===== src/rtl/pipe_reg_elastic.sv =====
// Multi-stage elastic pipeline register with valid/ready handshake, global enable,
// synchronous flush and optional bubble collapsing; reports the number of occupied stages.
module pipe_reg_elastic #(
  parameter int               WIDTH     = 8,
  parameter int               DEPTH     = 2,
  parameter int               COLLAPSE  = 1,
  parameter logic [WIDTH-1:0] RESET_VAL = '0
) (
  input  logic                         clk,
  input  logic                         reset,
  input  logic                         en,
  input  logic                         flush,
  input  logic                         in_valid,
  output logic                         in_ready,
  input  logic [WIDTH-1:0]             d,
  output logic                         out_valid,
  input  logic                         out_ready,
  output logic [WIDTH-1:0]             q,
  output logic [$clog2(DEPTH+1)-1:0]   count
);

  localparam int CW = $clog2(DEPTH + 1);

  logic [WIDTH-1:0] data_q [DEPTH];
  logic [WIDTH-1:0] data_d [DEPTH];
  logic [DEPTH-1:0] v_q, v_d;
  logic [DEPTH-1:0] adv;
  logic [CW-1:0]    count_q, count_d;
  logic             run, step, emit, ready_int, accept;

  always_comb begin
    logic take_next;
    run       = en & ~flush;
    step      = run & (~v_q[DEPTH-1] | out_ready);
    emit      = v_q[DEPTH-1] & out_ready & run;
    adv       = '0;
    ready_int = 1'b0;
    take_next = 1'b0;
    if (COLLAPSE != 0) begin
      // Each stage moves when the one ahead is empty or emptying in the same edge.
      adv[DEPTH-1] = emit;
      take_next    = emit;
      for (int s = DEPTH - 2; s >= 0; s--) begin
        take_next = run & v_q[s] & (~v_q[s+1] | take_next);
        adv[s]    = take_next;
      end
      ready_int = run & (~v_q[0] | adv[0]);
    end else begin
      adv       = {DEPTH{step}} & v_q;
      ready_int = step;
    end
    accept = in_valid & ready_int;

    v_d    = v_q;
    data_d = data_q;
    if (flush) begin
      v_d = '0;
    end else begin
      for (int s = 0; s < DEPTH; s++) begin
        if (adv[s]) v_d[s] = 1'b0;
      end
      if (accept) begin
        v_d[0]    = 1'b1;
        data_d[0] = d;
      end
      for (int s = 1; s < DEPTH; s++) begin
        if (adv[s-1]) begin
          v_d[s]    = 1'b1;
          data_d[s] = data_q[s-1];
        end
      end
    end

    if (flush) count_d = '0;
    else       count_d = count_q + CW'(accept) - CW'(emit);
  end

  always_ff @(posedge clk or posedge reset) begin
    if (reset) begin
      v_q     <= '0;
      count_q <= '0;
      for (int s = 0; s < DEPTH; s++) data_q[s] <= RESET_VAL;
    end else begin
      v_q     <= v_d;
      count_q <= count_d;
      data_q  <= data_d;
    end
  end

  // Reset only gates the visible ready; the flops are held in reset regardless.
  assign in_ready  = ready_int & ~reset;
  assign out_valid = v_q[DEPTH-1];
  assign q         = data_q[DEPTH-1];
  assign count     = count_q;

endmodule


===== config.mk =====
export PLATFORM = sky130hd
export DESIGN_NAME = pipe_reg_elastic
export DESIGN_NICKNAME = d
export VERILOG_FILES = /design/src/rtl/pipe_reg_elastic.sv
export SDC_FILE = /design/constraint.sdc
export NUM_CORES = 1
export LEC_CHECK = 0
export ABC_AREA = 0
export ABC_CLOCK_PERIOD_IN_PS = 3950
export BUFFER_PORTS_ARGS = -buffer_cell sky130_fd_sc_hd__buf_2
export CAP_MARGIN = 20
export CORE_MARGIN = 2
export CORE_UTILIZATION = 40
export CTS_CLUSTER_DIAMETER = 30
export DETAILED_ROUTE_END_ITERATION = 10
export HOLD_SLACK_MARGIN = 0.05
export PLACE_DENSITY = 0.69
export SLEW_MARGIN = 0
export SYNTH_ARGS = -nofsm -noshare
export SYNTH_HDL_FRONTEND = slang
export SYNTH_SLANG_ARGS = --single-unit

===== constraint.sdc =====
create_clock -name clk -period 3.95 [get_ports clk]
set_input_delay 0.79 -clock clk [delete_from_list [all_inputs] [get_ports clk]]
set_output_delay 0.79 -clock clk [all_outputs]
set_load 0.005 [all_outputs]

==> results.md <==
- The run finished with clean final reports.
- The count of routing violations after the opening detailed-route iteration is 5.
- Setup repair after global routing left no endpoint under its margin.
- Buffers inserted during clock tree synthesis total 3.
- The floorplan step set the die height to 53.7 um.
- Using the TritonRoute via totals, the vias-per-cell ratio works out to 4.56.
- The overall routing resource usage is 0.127.
- Of the total synthesized cell area, the portion taken by full adders, half adders and majority gates is 0.0253.
- The signal on the critical path passes through buf_2 -> inv_1 -> buf_4 -> o211a_1 -> buf_2.
- The minimum period implied by the final worst setup slack is 2.26 ns.
- The biggest area consumer among synthesized cells is sky130_fd_sc_hd__dfrtp_1.
- For this design the static power due to leakage is 0.605 nW.
- By count the netlist is led by sky130_fd_sc_hd__dfrtp_1, sky130_fd_sc_hd__mux2_4, sky130_fd_sc_hd__buf_4.
- For the pin with the worst max-slew slack, the measured transition is 0.515 ns.
- The power density over cell area is 517 nW/um^2.
- The number of synthesized register bits is 20.
- In the post-synthesis netlist, the cell with the most instances is sky130_fd_sc_hd__dfrtp_1.
- After synthesis, the largest family of logic cells by area is multiplexers.
- In this run, placement finished with an instance count of 113.
- The number of antenna violations at the first check in global routing is 0.
- The largest vdd supply drop is 424 uV.
- The path type of the worst setup path is in -> out.
- The slowest stage cell on the critical path is sky130_fd_sc_hd__buf_4.
- For this run, the detailed router's first-pass iteration total came to 4.
- CTS built an H-tree with a depth of 1.
- The ratio of cells with drive above 1 in the final layout is 0.575.
- The critical path endpoint category is an output pin.
- Measured along the x axis, the die boundary spans 53.7 um.
- The total of warnings raised by yosys is 0.
- The worst setup path is launched from an input pin.
- The final layout contains routed wiring with a total length of 1540 um.
- The reg-to-reg startpoint is v_q[0].
- TritonCTS built the clock tree.
- Data arrives at the worst endpoint at 1.47 ns.
- The area of the die is 2880 um^2.
- The worst register-to-register path ends at count[0].
- Across all layers, the routed design uses 533 vias.
- The clock slew seen by the registers of the worst setup and hold paths is 0.12 ns.
- At the worst endpoint, the required time is 3.16 ns.
- After legalization and detailed placement, the total HPWL measured 1110 um.
- The distinct cell type count of the synthesized netlist is 19.
- Counting buffers and inverters, the worst setup path is 5 cells deep.
- The post-synthesis sequential area ratio is 0.507.
- The final clock period utilization by the worst path is 0.573.
- Along the worst path, the maximum fanout reaches 21.
- In this run the worst hold path is classified as in -> async.
- For this run, the slowest stage of the critical path takes 0.26 ns.
- The first-pass GRT wire length is 2510 um.
- Of the total synthesized cell area, the portion taken by AND, OR, NAND and NOR gates is 0.0722.
- Dividing the detail-routed wire length by the instance count gives 13.1 um.
- The share of synthesized area in the top cell type comes to 0.507.
- The kind of cell with the highest combined delay along the critical path is buffers and inverters.
- The tool flagged a number of max-cap violations equal to 0.
- The remaining global-route overflow is 0.
- For the worst-skew pair, the clock arrives at the later sink with an insertion delay of 0.31 ns.
- The number of port buffers is 25.
- For this configuration, the core starts out at a cell density of 0.410.
- Setup total negative slack on the finished layout was measured at 0 ns.
- The number of pins with negative max-slew slack in the final report is 0.
- The floorplan core area is 2410 um^2.
- The share of synthesized area spent on multiplexers is 0.243.
- The via count of the first global-routing pass is 550.
- Synthesis produced a netlist with a net count of 83.
- At the end of routability-driven placement, the weighted congestion stood at 0.711.
- Setup violations remaining at the end of the flow were counted as 0.
- Of the total synthesized cell area, the portion taken by XOR and XNOR cells is 0.0177.
- The buffer type at the clock tree root is sky130_fd_sc_hd__clkbuf_4.
- The number of setup buffers added after CTS is 0.
- The number of non-filler instances in the completed layout is 117.
- The layout overhead on the synthesized area is 14.2%.
- The mean cell area of the mapped netlist is 14.7 um^2.
- The repair_antennas step left the layout with diodes totalling 0.
- In this run, synthesis inferred 0 flip-flops with an integrated enable.
- The number of hold-slack violations in the final timing report is 0.
- After synthesis, the share of flip-flops with an asynchronous set or reset is 1.00.
- The worst setup path startpoint is reset.
- The number of buffers and inverters on the critical path is 4.
- In the routed design, unresolved DRC markers number 0.
- The relative max-transition margin is 0.657.
- Yosys attributes the largest share of cell area to sky130_fd_sc_hd__dfrtp_1, sky130_fd_sc_hd__mux2_4, sky130_fd_sc_hd__buf_4, sky130_fd_sc_hd__ha_1, sky130_fd_sc_hd__buf_6.
- The cell that appears most often on the critical path is sky130_fd_sc_hd__buf_2.
- The number of hold-repair buffers added at the cts stage is 0.
- For flop-to-flop paths, the worst setup slack is 1.98 ns.
- Clock skew on the completed layout was measured at 0.00380 ns.
- The fraction of the mapped netlist area in compound gates is 0.0355.
- Counting along the longest clock path gives a buffer depth of 2.
- Timing would allow up to 442 MHz.
- The dominant register cell in the synthesized netlist is sky130_fd_sc_hd__dfrtp_1.
- The count of cells along the worst register-to-register path is 7.
- Summing every instance area after synthesis gives 987 um^2.
- The layout has 228 filler cells.
- Entering global routing, the biggest net connects 22 pins.
- Row generation in the floorplan step produced 18 rows.
- For this run, the post-layout net count is 104.
- The quantity of gates resized following cts is 0.
- The clock sink total is 20.
- The end point of the critical path is in_ready.
- Synthesis produced a netlist whose cell count is 67.
- Once detail routing completed, the nets flagged for antenna violations numbered 0.
- Pin placement for this block handled 26 I/O pins.
## how the worst min path moves through the flow
stage	start	to	slack, ns	depth (start not counted)
after floorplan	data_q[8]	q[0]	0.48	1
after global routing	reset	q[0]	0.49	3
after detailed placement	q[3]	q[3]	0.49	1
after global placement	q[4]	q[4]	0.49	1
final	reset	q[0]	0.48	3
after CTS	reset	v_q[0]	0.48	3
## sequential cells by signal (all words and copies together) (netlist names)
| register | cells |
|---|---|
| count | 2 |
| data_q | 8 |
| q | 8 |
| v_q | 2 |
## kinds of logic after synthesis
family	after synthesis
adder cells (fa/ha/maj)	2
multiplexers	16
AO/OA/AOI/OAI	4
XOR/XNOR	2
AND/OR/NAND/NOR	9
flip-flops	20
buffers and inverters	14
## report_power, final
part	internal, mW	total (mW)	switching, mW
logic	0.0934	0.134	0.0401
registers	0.254	0.281	0.0271
clock network	0.103	0.169	0.0660
total	0.450	0.583	0.133
## per-stage QoR
stage | total power, mW | cell area [um^2] | hold slack (ns) | setup slack [ns] | util
finish | 0.583 | 1130 | 0.481 | 1.69 | 0.468
global route | 0.619 | 1130 | 0.493 | 1.59 | 0.468
CTS | 0.593 | 1130 | 0.482 | 1.65 | 0.468
detailed placement | 0.422 | 1070 | 0.494 | 1.40 | 0.446
global placement | 0.417 | 1070 | 0.492 | 1.50 | 0.446
floorplan | 0.410 | 987 | 0.482 | 1.68 | -
## cell type report
class                           instances  area (um^2)  share of cell area
Multi-Input combinational cell         33          389               0.345
Clock buffer                            3         22.5              0.0200
Inverter                                4         15.0              0.0133
Tap cell                               30         37.5              0.0333
Clock inverter                          1         30.0              0.0266
Sequential cell                        20          500               0.444
Timing Repair Buffer                   26          133               0.118
## metal layers
| metal | share of wire | vias up | global-route usage | wire length [um] |
|---|---|---|---|---|
| met3 | 0.094 | 2 | 0.0667 | 144 |
| li1 | - | 254 | - | - |
| met4 | 0.0065 | 0 | 0.0256 | 10 |
| met2 | 0.42 | 25 | 0.185 | 651 |
| met1 | 0.48 | 252 | 0.169 | 730 |
| met5 | 0 | - | 0 | 0 |
## cells in the final DEF (no fill, tap or decap), drive strengths merged
cell / instances
buf: 26
dfrtp: 20
mux2: 16
inv: 4
clkbuf: 3
o211a: 2
nor2: 2
ha: 2
and3: 2
nand2b: 1
nor2b: 1
a211oi: 1
or2: 1
nand2: 1
a22oi: 1
and2b: 1
xor2: 1
xnor2: 1
bufinv: 1
## tightest hold or removal path, cell delays in order
cell	delay, ns
sky130_fd_sc_hd__buf_2	0.09
sky130_fd_sc_hd__inv_1	0.04
sky130_fd_sc_hd__buf_4	0.26
(Power assumes the default switching activity.)
